[src/rtl/ps2_dir_decoder.sv]
// -----------------------------------------------------------------------------
// ps2_dir_decoder
//
// PS/2 keyboard receiver feeding the snake game. It synchronizes and filters the
// raw PS/2 lines, deframes 11-bit scan-code frames, tracks the E0/F0 prefixes,
// and turns arrow/space key presses into a 3-bit direction code.
//
// Parameters
//   FILT_LEN     consecutive equal samples before the filtered PS/2 clock flips
//   TIMEOUT_CYC  clk cycles without a falling edge before a partial frame drops
//
// Ports
//   clk        in   system clock (the only clock)
//   clr        in   synchronous active-high reset
//   PS2C       in   raw PS/2 clock, asynchronous
//   PS2D       in   raw PS/2 data, asynchronous
//   kb_out     out  [2:0] 000 none, 001 up, 010 down, 011 left, 100 right, 101 pause
//   kb_strobe  out  one-cycle pulse on every kb_out load by a mapped make code
//   frame_err  out  one-cycle pulse on a start, parity or stop error
//
// Build option
//   PS2_WASD_EN  when defined, W/S/A/D (1D/1B/1C/23) act like the arrow keys.
// -----------------------------------------------------------------------------
module ps2_dir_decoder #(
   parameter int FILT_LEN    = 8,
   parameter int TIMEOUT_CYC = 50000
) (
   input  logic       clk,
   input  logic       clr,
   input  logic       PS2C,
   input  logic       PS2D,
   output logic [2:0] kb_out,
   output logic       kb_strobe,
   output logic       frame_err
);

   localparam int FW = (FILT_LEN > 1) ? $clog2(FILT_LEN) : 1;
   localparam int IW = $clog2(TIMEOUT_CYC + 1);
   localparam logic [FW-1:0] FILT_MAX = FW'(FILT_LEN - 1);
   localparam logic [IW-1:0] IDLE_MAX = IW'(TIMEOUT_CYC);

   localparam logic [2:0] DIR_NONE  = 3'b000;
   localparam logic [2:0] DIR_UP    = 3'b001;
   localparam logic [2:0] DIR_DOWN  = 3'b010;
   localparam logic [2:0] DIR_LEFT  = 3'b011;
   localparam logic [2:0] DIR_RIGHT = 3'b100;
   localparam logic [2:0] DIR_PAUSE = 3'b101;

   typedef enum logic [1:0] {
      ST_IDLE,
      ST_EXT,
      ST_BRK,
      ST_EXT_BRK
   } state_t;

   // Synchronizers
   logic          r_c_s1, r_c_s2;
   logic          r_d_s1, r_d_s2;
   // Clock filter
   logic          r_filt_clk;
   logic [FW-1:0] r_filt_cnt;
   logic          r_fall;
   // Deframer
   logic [10:0]   r_shift;
   logic [3:0]    r_bit_cnt;
   logic [IW-1:0] r_idle_cnt;
   // Prefix FSM and outputs
   state_t        r_state;
   logic [2:0]    r_kb_out;
   logic          r_kb_strobe;
   logic          r_frame_err;

   logic [10:0]   w_frame;
   logic          w_frame_done;
   logic          w_frame_ok;
   logic [7:0]    w_byte;
   logic [2:0]    w_code_ext;
   logic [2:0]    w_code_std;

   // ---------------------------------------------------------------------------
   // Two-flop synchronizers; idle PS/2 lines are high, so reset to 1.
   // ---------------------------------------------------------------------------
   always_ff @(posedge clk) begin
      // NOTE: non-blocking assignments so every flop samples the pre-edge value;
      // blocking here would collapse the two-stage synchronizer into one stage.
      if (clr) begin
         r_c_s1 <= 1'b1;
         r_c_s2 <= 1'b1;
         r_d_s1 <= 1'b1;
         r_d_s2 <= 1'b1;
      end else begin
         r_c_s1 <= PS2C;
         r_c_s2 <= r_c_s1;
         r_d_s1 <= PS2D;
         r_d_s2 <= r_d_s1;
      end
   end

   // ---------------------------------------------------------------------------
   // Clock filter: the filtered level flips only after FILT_LEN consecutive
   // samples that disagree with it. r_fall marks the 1 -> 0 flip for one cycle.
   // ---------------------------------------------------------------------------
   always_ff @(posedge clk) begin
      if (clr) begin
         r_filt_clk <= 1'b1;
         r_filt_cnt <= '0;
         r_fall     <= 1'b0;
      end else begin
         r_fall <= 1'b0;
         if (r_c_s2 != r_filt_clk) begin
            if (r_filt_cnt == FILT_MAX) begin
               r_filt_clk <= r_c_s2;
               r_filt_cnt <= '0;
               r_fall     <= ~r_c_s2;
            end else begin
               r_filt_cnt <= r_filt_cnt + 1'b1;
            end
         end else begin
            r_filt_cnt <= '0;
         end
      end
   end

   // ---------------------------------------------------------------------------
   // Frame view including the bit arriving on this edge (bit 0 = start).
   // ---------------------------------------------------------------------------
   assign w_frame      = {r_d_s2, r_shift[10:1]};
   assign w_frame_done = r_fall && (r_bit_cnt == 4'd10);
   assign w_frame_ok   = ~w_frame[0] & (^w_frame[9:1]) & w_frame[10];
   assign w_byte       = w_frame[8:1];

   // ---------------------------------------------------------------------------
   // Scan-code maps; DIR_NONE means "not a direction key".
   // ---------------------------------------------------------------------------
   always_comb begin
      // NOTE: default first so every path assigns the outputs and no latch forms.
      w_code_ext = DIR_NONE;
      w_code_std = DIR_NONE;
      case (w_byte)
         8'h75:   w_code_ext = DIR_UP;
         8'h72:   w_code_ext = DIR_DOWN;
         8'h6B:   w_code_ext = DIR_LEFT;
         8'h74:   w_code_ext = DIR_RIGHT;
         default: w_code_ext = DIR_NONE;
      endcase
      case (w_byte)
         8'h29:   w_code_std = DIR_PAUSE;
`ifdef PS2_WASD_EN
         8'h1D:   w_code_std = DIR_UP;
         8'h1B:   w_code_std = DIR_DOWN;
         8'h1C:   w_code_std = DIR_LEFT;
         8'h23:   w_code_std = DIR_RIGHT;
`endif
         default: w_code_std = DIR_NONE;
      endcase
   end

   // ---------------------------------------------------------------------------
   // Deframer: shift on every filtered falling edge; a stalled partial frame is
   // dropped after TIMEOUT_CYC idle cycles. An edge always beats the timeout.
   // ---------------------------------------------------------------------------
   always_ff @(posedge clk) begin
      if (clr) begin
         r_shift    <= '0;
         r_bit_cnt  <= '0;
         r_idle_cnt <= '0;
      end else if (r_fall) begin
         r_shift    <= w_frame;
         r_bit_cnt  <= (r_bit_cnt == 4'd10) ? 4'd0 : r_bit_cnt + 4'd1;
         r_idle_cnt <= '0;
      end else if (r_bit_cnt != 4'd0) begin
         if (r_idle_cnt == IDLE_MAX) begin
            r_bit_cnt  <= '0;
            r_idle_cnt <= '0;
         end else begin
            r_idle_cnt <= r_idle_cnt + 1'b1;
         end
      end else begin
         r_idle_cnt <= '0;
      end
   end

   // ---------------------------------------------------------------------------
   // Prefix FSM with registered outputs. A bad frame leaves the prefix state
   // untouched; E0 always restarts an extended sequence.
   // ---------------------------------------------------------------------------
   always_ff @(posedge clk) begin
      if (clr) begin
         r_state     <= ST_IDLE;
         r_kb_out    <= DIR_NONE;
         r_kb_strobe <= 1'b0;
         r_frame_err <= 1'b0;
      end else begin
         r_kb_strobe <= 1'b0;
         r_frame_err <= 1'b0;
         if (w_frame_done) begin
            if (!w_frame_ok) begin
               r_frame_err <= 1'b1;
            end else if (w_byte == 8'hE0) begin
               r_state <= ST_EXT;
            end else begin
               case (r_state)
                  ST_IDLE: begin
                     if (w_byte == 8'hF0) begin
                        r_state <= ST_BRK;
                     end else if (w_code_std != DIR_NONE) begin
                        r_kb_out    <= w_code_std;
                        r_kb_strobe <= 1'b1;
                     end
                  end
                  ST_EXT: begin
                     if (w_byte == 8'hF0) begin
                        r_state <= ST_EXT_BRK;
                     end else begin
                        r_state <= ST_IDLE;
                        if (w_code_ext != DIR_NONE) begin
                           r_kb_out    <= w_code_ext;
                           r_kb_strobe <= 1'b1;
                        end
                     end
                  end
                  ST_BRK: begin
                     r_state <= ST_IDLE;
                     // Only releasing the key that owns kb_out clears it.
                     if (w_code_std != DIR_NONE && w_code_std == r_kb_out)
                        r_kb_out <= DIR_NONE;
                  end
                  default: begin
                     r_state <= ST_IDLE;
                     if (w_code_ext != DIR_NONE && w_code_ext == r_kb_out)
                        r_kb_out <= DIR_NONE;
                  end
               endcase
            end
         end
      end
   end

   assign kb_out    = r_kb_out;
   assign kb_strobe = r_kb_strobe;
   assign frame_err = r_frame_err;

endmodule
[config.mk]
export PLATFORM = sky130hd
export DESIGN_NAME = ps2_dir_decoder
export DESIGN_NICKNAME = d
export VERILOG_FILES = /design/src/rtl/ps2_dir_decoder.sv
export SDC_FILE = /design/constraint.sdc
export NUM_CORES = 1
export LEC_CHECK = 0
export ABC_AREA = 1
export CORE_ASPECT_RATIO = 1.75
export CORE_UTILIZATION = 40
export DETAILED_ROUTE_END_ITERATION = 16
export HOLD_SLACK_MARGIN = 0.02
export PLACE_DENSITY_LB_ADDON = 0.2
export SKIP_CTS_REPAIR_TIMING = 1
export SYNTH_ARGS = -nofsm -noshare
export SYNTH_HDL_FRONTEND = slang
export SYNTH_SLANG_ARGS = --single-unit
export TNS_END_PERCENT = 100
[constraint.sdc]
create_clock -name clk -period 1.5 [get_ports clk]
set_input_delay 0.3 -clock clk [delete_from_list [all_inputs] [get_ports clk]]
set_output_delay 0.3 -clock clk [all_outputs]
set_load 0.05 [all_outputs]
==> impl_metrics.yaml <==
setup_path:
  end_kind: "flop"
  required_ns: 1.70
  cp_max_fo: 6
  worstSetupPathType: "flop to flop"
  crit_path_start_kind: "flop"
  cp.arrival_ns: 1.85
synth:
  yosysTopAreaCell: "dfxtp_1"
  synth-seq-cells: 46
  avgSynthCellArea_um2: 7.53
  synth_top_family_by_area: "simple AND/OR/NAND/NOR gates"
  ys_types: 34
  ys.flop_type: "dfxtp_1"
  synth_warnings: 0
  synth-seq-area-share_pct: 36.7
  synthXorXnorAreaFrac_pct: 2.10
  synth_top_area_share_pct: 36.7
  yosys-top-cells-count: "nand2_1 (57), inv_1 (53), dfxtp_1 (46), nor2_1 (33), a21oi_1 (27)"
  postSynthCellCount: 333
  synth_compound_area_share_pct: 11.4
  synthArstFlopShare_pct: 0
  synth_edf_count: 0
  syn-num-nets: 356
  syn-cell-area_um2: 2510
  synthTopCellsByArea: "dfxtp_1 (37%), ha_1 (9.5%), nand2_1 (8.5%)"
  synth_fa_ha_area_share_pct: 9.48
  synth_mux_area_share_pct: 0
  synth-simple-area-share_pct: 30.9
  synthMostInstantiatedCell: "nand2_1"
cts:
  clk-insertion-delay-late_ns: 0.30
  clockBufferDepth: 2
  cts_max_level: 2
  clk_pin_slew_worst_paths_ns: 0.09
  cts_made_buffers: 5
  cts_sinks: 46
  root_buffer: "clkbuf_8"
  cts_tree: "built"
route:
  num_vias: 2183
  drt-initial-drc-count: 83
  vias_per_cell: 4.78
  route.detailed.drc: 0
  dr.pass1.iters: 6
  routedWlPerCell_um: 11.9
  ant_nets: 0
  totalWireLength_um: 5430
outcome:
  outcome: "finished with violations"
  violations: "setup timing"
final_layout:
  final_cells: 457
  layout.nets: 401
  syn_to_final_growth_pct: 30.8
  fill_cells: 563
  drive_above_1_share_pct: 31.4
  antenna_cells: 0
timing:
  finalCritPeriodShare_pct: 110
  maxSlewViolCount: 0
  setup_viol: 6
  max_slew.worst_pin.slew_ns: 0.332
  fin_crit_ns: 1.64
  max_freq_mhz: 608
  rsz0062_at_grt: "true"
  slew_headroom_pct: 77.7
  hold_viol: 0
  skew_ns: 0.00902
  setup_ws_ns: -0.145
power_and_ir_drop:
  power_density_nw_per_um2: 667
  sw_frac_of_total_pct: 20.5
  ir_worst_vdd_mv: 0.720
  seqPwrFrac_pct: 55.8
  p_clk_share_pct: 42.3
  p_leak_nw: 1.31
  power.internal_mw: 1.74
  pwr-share-comb_pct: 1.9
  net-switching-power_mw: 0.450
floorplan:
  initial_utilization_pct: 42.0
  die_h_um: 107
  io_pins: 9
  die_width_um: 61.9
  die_area_um2: 6600
  core_um2: 5970
  rows: 37
global_route:
  grt_overflow_total: 0
  antenna_found_initial: 0
  grt_pass1_wl_um: 9170
  grt_max_degree: 21
  grt_use_total_pct: 18.8
  first_global_vias: 2164
place:
  post-place-ws_ns: -0.187
  routabilityCongestion: 0.871
  place_inst: 446
  dp_hpwl_um: 4120
  portBuffers: 8
min_path:
  min_path_type: "flop to flop"
job:
  drv_cap: 0
routing by layer:
metal  GRT usage [%]  wire length [um]
met1            18.7              2070
met2            35.7              3160
met3            3.02                79
met4            7.62               123
met5               0                 0
worst max-delay path: stages, from the launching register on:
cell     delay, ns
dfxtp_4       0.40
inv_4         0.05
ha_4          0.26
inv_2         0.03
nand2_2       0.05
nand2_1       0.06
nand2_2       0.07
nand2_2       0.07
nand2_4       0.07
nand4_4       0.11
nor2_4        0.19
nand3_2       0.08
nand2_1       0.06
nor2_1        0.04
layout by cell type (no fill, tap or decap), types with 13 or more instances in the layout:
cell type / count
nand2_2: 14
buf_4: 36
ha_1: 13
nand3_1: 15
dfxtp_1: 37
o21ai_0: 19
nand2_1: 46
inv_1: 47
nor2_1: 28
a21oi_1: 26
state kept, by name (all words and copies together), names as in the netlist:
name / count
r_filt_cnt: 3
r_fall: 1
r_idle_cnt: 16
r_shift: 10
kb_strobe: 1
r_d_s1: 1
r_d_s2: 1
r_c_s1: 1
kb_out: 3
r_bit_cnt: 4
frame_err: 1
r_state: 2
r_c_s2: 1
r_filt_clk: 1
through the flow:
stage	utilization [%]	total power, mW	setup TNS, ns	instance area (um2)	hold slack [ns]
2_1_floorplan	-	1.28	-0.178	2540	0.389
3_3_place_gp	50.0	1.30	-0.699	2990	0.393
3_5_place_dp	50.0	1.30	-0.881	2990	0.397
4_1_cts	51.8	2.22	-0.975	3090	0.416
5_1_grt	54.9	2.28	-1.48	3280	0.433
6_report	54.9	2.19	-0.670	3280	0.415
power by group through the flow:
| stage | Clock [mW] | Sequential, mW | Combinational, mW |
|---|---|---|---|
| 6_report | 0.927 | 1.22 | 0.0410 |
| 5_1_grt | 1.01 | 1.22 | 0.0458 |
| 4_1_cts | 0.955 | 1.23 | 0.0421 |
| 3_5_place_dp | 0 | 1.26 | 0.0421 |
| 3_3_place_gp | 0 | 1.26 | 0.0410 |
| 2_1_floorplan | 0 | 1.26 | 0.0209 |
path summary, 6_finish.rpt:
path | from | end | slack (ns) | depth (start not counted)
worst max-delay path | r_shift[2] | kb_out[2] | -0.14 | 13
worst min-delay path | r_c_s1 | r_c_s2 | 0.41 | 1
worst max register to register | r_shift[2] | kb_out[2] | -0.14 | 13
worst min register to register | r_c_s1 | r_c_s2 | 0.41 | 1
area by class of cell:
class | count | area (um2) | area share, %
timing repair buffer | 44 | 400 | 12.2
multi-input combinational | 227 | 1530 | 46.6
sequential | 46 | 940 | 28.6
clock inverter | 1 | 30.0 | 0.915
clock buffer | 7 | 76.3 | 2.33
inverter | 54 | 208 | 6.33
tap | 78 | 97.6 | 2.97
kinds of logic (layout without fill, tap and decap cells):
family,count (synthesis),count (layout)
xor+xnor,6,6
simple gates,148,148
compound gates,54,54
buf+inv,60,106
fa+ha+maj,19,19
flops,46,46
No activity file was read; power rests on OpenSTA's default activity.
